File: src/rtl/rs_issue_scheduler.sv
// Wakeup/select controller for a 16-entry reservation station: tracks each entry
// through EMPTY/WAIT/READY/ISSUED and issues the oldest ready entry to each FU.
module rs_issue_scheduler #(
    parameter int RS_DEPTH = 16,
    parameter int NUM_FU   = 3,
    parameter int PREG_W   = 6,
    parameter int AGE_W    = 6,
    localparam int IDX_W   = $clog2(RS_DEPTH),
    localparam int CNT_W   = $clog2(RS_DEPTH + 1)
) (
    input  logic                clk,
    input  logic                rst_n,
    input  logic [1:0]          alloc_valid,
    input  logic [IDX_W-1:0]    alloc_idx      [0:1],
    input  logic [PREG_W-1:0]   alloc_src1_tag [0:1],
    input  logic [PREG_W-1:0]   alloc_src2_tag [0:1],
    input  logic                alloc_src1_rdy [0:1],
    input  logic                alloc_src2_rdy [0:1],
    input  logic [1:0]          alloc_fu       [0:1],
    input  logic [AGE_W-1:0]    alloc_age      [0:1],
    input  logic [AGE_W-1:0]    rob_head,
    input  logic [NUM_FU-1:0]   wake_valid,
    input  logic [PREG_W-1:0]   wake_tag       [0:NUM_FU-1],
    input  logic [NUM_FU-1:0]   fu_ready,
    input  logic                flush,
    output logic [NUM_FU-1:0]   issue_valid,
    output logic [IDX_W-1:0]    issue_idx      [0:NUM_FU-1],
    output logic [NUM_FU-1:0]   clear_valid,
    output logic [IDX_W-1:0]    clear_rs       [0:NUM_FU-1],
    output logic [RS_DEPTH-1:0] rs_busy,
    output logic [CNT_W-1:0]    free_count,
    output logic                alloc_err
);

    typedef enum logic [1:0] {EMPTY, WAIT, READY, ISSUED} state_e;

    state_e              state     [RS_DEPTH];
    state_e              state_nxt [RS_DEPTH];
    logic [PREG_W-1:0]   src1_tag  [RS_DEPTH];
    logic [PREG_W-1:0]   src2_tag  [RS_DEPTH];
    logic [RS_DEPTH-1:0] src1_rdy, src2_rdy;
    logic [1:0]          ent_fu    [RS_DEPTH];
    logic [AGE_W-1:0]    ent_age   [RS_DEPTH];

    logic [RS_DEPTH-1:0] src1_hit, src2_hit;
    logic [1:0]          alloc_s1_hit, alloc_s2_hit, alloc_legal, alloc_wr;
    logic [AGE_W-1:0]    rel_age   [RS_DEPTH];
    logic [AGE_W-1:0]    best_age  [NUM_FU];
    logic [IDX_W-1:0]    sel_idx   [NUM_FU];
    logic [NUM_FU-1:0]   sel_found, issue_go;

    // Tag match of every broadcast against stored and incoming source tags.
    always_comb begin
        // NOTE: every always_comb output gets a default first so no path infers a latch.
        src1_hit     = '0;
        src2_hit     = '0;
        alloc_s1_hit = '0;
        alloc_s2_hit = '0;
        for (int f = 0; f < NUM_FU; f++) begin
            if (wake_valid[f]) begin
                for (int i = 0; i < RS_DEPTH; i++) begin
                    if (src1_tag[i] == wake_tag[f]) src1_hit[i] = 1'b1;
                    if (src2_tag[i] == wake_tag[f]) src2_hit[i] = 1'b1;
                end
                for (int s = 0; s < 2; s++) begin
                    if (alloc_src1_tag[s] == wake_tag[f]) alloc_s1_hit[s] = 1'b1;
                    if (alloc_src2_tag[s] == wake_tag[f]) alloc_s2_hit[s] = 1'b1;
                end
            end
        end
    end

    always_comb begin
        for (int s = 0; s < 2; s++)
            alloc_legal[s] = (state[alloc_idx[s]] == EMPTY) && (alloc_fu[s] != 2'd3);
        if (alloc_valid[0] && alloc_idx[0] == alloc_idx[1]) alloc_legal[1] = 1'b0;
        alloc_wr = alloc_valid & alloc_legal & {2{~flush}};
    end

    // Oldest-first select: age is measured relative to rob_head so wrap is handled.
    always_comb begin
        for (int i = 0; i < RS_DEPTH; i++) rel_age[i] = ent_age[i] - rob_head;
        for (int f = 0; f < NUM_FU; f++) begin
            sel_found[f] = 1'b0;
            sel_idx[f]   = '0;
            best_age[f]  = '0;
            for (int i = 0; i < RS_DEPTH; i++) begin
                if (state[i] == READY && ent_fu[i] == 2'(f) &&
                    (!sel_found[f] || rel_age[i] < best_age[f])) begin
                    sel_found[f] = 1'b1;
                    sel_idx[f]   = IDX_W'(i);
                    best_age[f]  = rel_age[i];
                end
            end
        end
        issue_go = sel_found & fu_ready;
    end

    always_comb begin
        for (int i = 0; i < RS_DEPTH; i++) begin
            state_nxt[i] = state[i];
            case (state[i])
                WAIT:
                    if ((src1_rdy[i] || src1_hit[i]) && (src2_rdy[i] || src2_hit[i]))
                        state_nxt[i] = READY;
                READY:
                    for (int f = 0; f < NUM_FU; f++)
                        if (issue_go[f] && sel_idx[f] == IDX_W'(i)) state_nxt[i] = ISSUED;
                ISSUED:  state_nxt[i] = EMPTY;
                default: ;
            endcase
        end
        for (int s = 0; s < 2; s++) begin
            if (alloc_wr[s])
                state_nxt[alloc_idx[s]] =
                    ((alloc_src1_rdy[s] || alloc_s1_hit[s]) && (alloc_src2_rdy[s] || alloc_s2_hit[s]))
                    ? READY : WAIT;
        end
        if (flush)
            for (int i = 0; i < RS_DEPTH; i++) state_nxt[i] = EMPTY;
    end

    // NOTE: payload is not reset; it is meaningless while EMPTY and fully rewritten on allocation.
    always_ff @(posedge clk) begin
        for (int i = 0; i < RS_DEPTH; i++) begin
            if (state[i] == WAIT) begin
                if (src1_hit[i]) src1_rdy[i] <= 1'b1;
                if (src2_hit[i]) src2_rdy[i] <= 1'b1;
            end
        end
        for (int s = 0; s < 2; s++) begin
            if (alloc_wr[s]) begin
                src1_tag[alloc_idx[s]] <= alloc_src1_tag[s];
                src2_tag[alloc_idx[s]] <= alloc_src2_tag[s];
                src1_rdy[alloc_idx[s]] <= alloc_src1_rdy[s] | alloc_s1_hit[s];
                src2_rdy[alloc_idx[s]] <= alloc_src2_rdy[s] | alloc_s2_hit[s];
                ent_fu[alloc_idx[s]]   <= alloc_fu[s];
                ent_age[alloc_idx[s]]  <= alloc_age[s];
            end
        end
    end

    // An entry is ISSUED for exactly one cycle, so the clear lane is the issue lane delayed.
    always_ff @(posedge clk or negedge rst_n) begin
        if (!rst_n) begin
            for (int i = 0; i < RS_DEPTH; i++) state[i] <= EMPTY;
            issue_valid <= '0;
            clear_valid <= '0;
            alloc_err   <= 1'b0;
            for (int f = 0; f < NUM_FU; f++) begin
                issue_idx[f] <= '0;
                clear_rs[f]  <= '0;
            end
        end else begin
            // NOTE: sequential state uses non-blocking assignments so every register samples pre-edge values.
            for (int i = 0; i < RS_DEPTH; i++) state[i] <= state_nxt[i];
            issue_valid <= flush ? '0 : issue_go;
            clear_valid <= flush ? '0 : issue_valid;
            for (int f = 0; f < NUM_FU; f++) begin
                if (issue_go[f])    issue_idx[f] <= sel_idx[f];
                if (issue_valid[f]) clear_rs[f]  <= issue_idx[f];
            end
            if (|(alloc_valid & ~alloc_legal)) alloc_err <= 1'b1;
        end
    end

    always_comb begin
        free_count = '0;
        for (int i = 0; i < RS_DEPTH; i++) begin
            rs_busy[i] = (state[i] != EMPTY);
            free_count = free_count + CNT_W'(state[i] == EMPTY);
        end
    end

endmodule
File: config.mk
export PLATFORM = sky130hd
export DESIGN_NAME = rs_issue_scheduler
export DESIGN_NICKNAME = d
export VERILOG_FILES = /design/src/rtl/rs_issue_scheduler.sv
export SDC_FILE = /design/constraint.sdc
export NUM_CORES = 2
export LEC_CHECK = 0
export CAP_MARGIN = 20
export CORE_ASPECT_RATIO = 0.5
export CORE_UTILIZATION = 45
export DETAILED_ROUTE_END_ITERATION = 12
export SLEW_MARGIN = 20
export SYNTH_ARGS = -nofsm -noshare
export SYNTH_HDL_FRONTEND = slang
export SYNTH_SLANG_ARGS = --single-unit
File: constraint.sdc
create_clock -name clk -period 36.7 [get_ports clk]
set_input_delay 5.505 -clock clk [delete_from_list [all_inputs] [get_ports clk]]
set_output_delay 5.505 -clock clk [all_outputs]
set_load 0.03 [all_outputs]
==> impl_metrics.json <==
{
  "status": "complete, no violations",
  "utilization": 0.523,
  "final_nets": 5436,
  "ys_seq_area_frac": 0.281,
  "r2r-start": "ent_age[1][1]",
  "clock_path_buffers": 3,
  "power_uw": 1520,
  "layout-drive-gt1-share": 0.149,
  "muxShareOfSynthArea": 0.0674,
  "insertion_delay_ns": 0.61,
  "synth_cells": 4838,
  "synthXorXnorAreaFrac": 0.152,
  "ios": 139,
  "required_ns": 37.17,
  "antenna_found_initial": 2,
  "total_leakage_power_uw": 0.0190,
  "synth_top_family_by_area": "simple AND/OR/NAND/NOR gates",
  "grt_pass1_vias": 38100,
  "fin_skew_ns": 0.0241,
  "synth_compound_area_frac": 0.159,
  "cpPeakStageDelay_ns": 0.48,
  "fin_tns_setup_ns": 0,
  "grt_max_degree": 64,
  "routedWlPerCell_um": 26.6,
  "fp.dieH_um": 218,
  "ctsHoldBuffers": 0,
  "synth_cell_type_count": 116,
  "holdPathStages": 1,
  "grt_usage": 0.343,
  "stdcell_count": 6293,
  "synth_top_area_frac": 0.228,
  "switchingPower_uw": 520,
  "fp-row-count": 78,
  "io_buffers": 138,
  "ys_ff_latch": 415,
  "viasPerCell": 6.31,
  "core_um2": 91600,
  "dieArea_um2": 94900,
  "drt_iter0_drc": 4300,
  "r2r-end": "state[24]",
  "root_buffer": "clkbuf_16",
  "p_int_uw": 995,
  "clkTransAtPathRegs_ns": 0.06,
  "report.final.slew_viol_count": 0,
  "startpoint_type": "input port",
  "peakVddDrop_v": 0.0000357,
  "placed_cells": 6185,
  "synth.top_cells.by_area": "edfxtp_1 23%, ha_1 9.2%, xnor2_1 7.7%",
  "hold_path.class": "reg2reg",
  "vias": 39700,
  "place.gp.congestion": 0.986,
  "fmax_ghz": 0.0286,
  "crit_slowest_cell": "clkdlybuf4s50_1",
  "pwr-share-clk": 0.321,
  "syn_area_um2": 42100,
  "async_reset_ff_frac": 0.152,
  "crit_fanout": 9,
  "worstSetupPathType": "in2reg",
  "initial_core_util": 0.460,
  "maxCapViolCount": 0,
  "ys_warn_count": 0,
  "cts_tree": "built",
  "wirelength_um": 168000,
  "cp_data_arrival_time_ns": 35.49,
  "fin_crit_ns": 35.03,
  "pwr-share-comb": 0.316,
  "grt_pass1_wl_um": 244000,
  "drc": 0,
  "ff2ff_setup_slack_ns": 6.69,
  "syn_to_final_growth_pct": 13.9,
  "setup_viol": 0,
  "worstMarginPinSlew_ns": 1.26,
  "avgSynthCellArea_um2": 8.71,
  "yosys.area.top_type": "edfxtp_1",
  "die_w_um": 435,
  "cp_common_cell": "ha_1",
  "min_from": "clear_rs[1]",
  "crit_path_end_kind": "flop",
  "synthAdderAreaFrac": 0.104,
  "r2r_cells": 150,
  "synth-edff-count": 320,
  "p_sw_frac": 0.343,
  "hold_ws_ns": 0.510,
  "p_seq_frac": 0.364,
  "hold_end": "clear_rs[1]",
  "synth-simple-area-share": 0.195,
  "final-hold-violation-count": 0,
  "synthFlopType": "edfxtp_1",
  "drt_first_pass_iters": 6,
  "power_density_nw_per_um2": 31.6,
  "cts_buffers": 47,
  "grt-ovfl-total": 0,
  "slew-limit-headroom": 0.155,
  "clock-sinks": 415,
  "period_share": 0.954,
  "ant_nets": 0,
  "syn_nets": 5261,
  "cts.htree.levels": 2,
  "place_hpwl_um": 119000
}
-- worst max path at each step --
| stage | slack (ns) | end | from | depth (start not counted) |
|---|---|---|---|---|
| finish | 1.67 | state[24] | rob_head[1] | 152 |
| global route | -0.15 | state[24] | rob_head[1] | 159 |
| CTS | 0.02 | state[30] | rob_head[1] | 156 |
| detailed placement | -0.46 | state[30] | rob_head[1] | 156 |
| global placement | 0.29 | state[30] | rob_head[1] | 153 |
| floorplan | 1.68 | state[30] | rob_head[1] | 152 |
-- power groups by stage --
stage          Sequential [uW]  Clock, uW  Combinational, uW
3_3_place_gp               560          0                452
3_5_place_dp               560          0                461
2_1_floorplan              575          0                276
5_1_grt                    553        504                514
4_1_cts                    551        486                463
6_report                   551        486                478
-- stage by stage --
stage                     instance area, um^2  setup WS [ns]
after floorplan                         42100           1.68
after global placement                  45700          0.291
after detailed placement                45700         -0.458
after CTS                               47300         0.0176
after global routing                    48000         -0.151
final                                   48000           1.67
-- sequential cells by signal (all words and copies together) (netlist names) --
signal	cells
state	32
src2_tag	96
ent_age	96
ent_fu	32
alloc_err	1
issue_valid	3
src2_rdy	16
issue_idx	12
src1_rdy	16
clear_valid	3
clear_rs	12
src1_tag	96
-- kinds of logic after synthesis --
family,Yosys count
simple gates,1666
compound gates,974
xor+xnor,730
buf+inv,469
flops,415
fa+ha+maj,336
mux,248
-- worst max-delay path, delay by kind of cell --
kind | cells | cell delay, ns
mux | 5 | 1.71
buf+inv | 15 | 2.51
simple gates | 43 | 6.78
fa+ha+maj | 16 | 4.80
compound gates | 73 | 14.11
-- repair_timing --
action	4_1_cts	5_1_grt
setup endpoints to repair	0	28
resized for setup	0	112
setup buffers	0	16
-- routing by layer --
| layer | track usage | vias to the layer above | part of all wire |
|---|---|---|---|
| li1 | - | 17800 | - |
| met1 | 0.490 | 19300 | 0.43 |
| met2 | 0.519 | 2192 | 0.42 |
| met3 | 0.0583 | 399 | 0.11 |
| met4 | 0.123 | 4 | 0.038 |
| met5 | 0 | - | 0.00016 |
-- placed cells by master, fill, tap and decap left out, types with 17 or more instances in the layout --
| master | netlist | routed |
|---|---|---|
| buf_2 | 6 | 23 |
| a211oi_1 | 35 | 31 |
| clkdlybuf4s50_1 | 0 | 116 |
| nor2b_1 | 50 | 50 |
| nand2_1 | 730 | 723 |
| nand4_1 | 137 | 137 |
| inv_1 | 212 | 210 |
| o21a_1 | 51 | 50 |
| a22oi_1 | 25 | 24 |
| o31ai_1 | 20 | 17 |
| clkbuf_16 | 0 | 50 |
| and3_1 | 23 | 21 |
| o21ai_0 | 161 | 148 |
| nor4_1 | 118 | 113 |
| a31oi_1 | 43 | 38 |
| nor2_1 | 230 | 219 |
| xnor2_1 | 369 | 368 |
| xor2_1 | 361 | 361 |
| and2_1 | 28 | 28 |
| or2_2 | 27 | 27 |
| nor3_1 | 83 | 73 |
| a211o_1 | 17 | 17 |
| buf_4 | 0 | 239 |
| edfxtp_1 | 320 | 320 |
| dfrtp_1 | 63 | 63 |
| dfxtp_1 | 32 | 32 |
| o21ai_1 | 16 | 22 |
| a21o_1 | 132 | 131 |
| fa_1 | 26 | 26 |
| o211ai_1 | 72 | 72 |
| nand2b_1 | 59 | 58 |
| ha_1 | 310 | 310 |
| mux2_2 | 226 | 226 |
| nand3_1 | 55 | 54 |
| a21oi_1 | 210 | 200 |
-- cells in the mapped netlist, types with 17 or more instances --
master and n:
nor2_1 230, xor2_1 361, a21oi_1 210, dfrtp_1 63
xnor2_1 369, a211oi_1 35, a211o_1 17, clkbuf_1 198
buf_1 53, and2_1 28, dfxtp_1 32, nor2b_1 50
o31ai_1 20, and3_1 23, nand4_1 137, mux2_2 226
inv_1 212, a31oi_1 43, edfxtp_1 320, nand2_1 730
nand2b_1 59, or2_2 27, o21a_1 51, nor3_1 83
nand3_1 55, o211ai_1 72, a22oi_1 25, a21o_1 132
nor3b_1 20, ha_1 310, o21ai_0 161, fa_1 26
nor4_1 118
-- layout make-up --
| class | count | area, um^2 |
|---|---|---|
| clock buffer | 65 | 1340 |
| fill | 8525 | 43700 |
| inverter | 212 | 796 |
| timing repair buffer | 382 | 3140 |
| multi-input combinational | 3955 | 29100 |
| clock inverter | 23 | 204 |
| sequential | 415 | 11800 |
| tap | 1240 | 1550 |
| antenna | 1 | 2.50 |
Power figures use the tool's default switching activity.
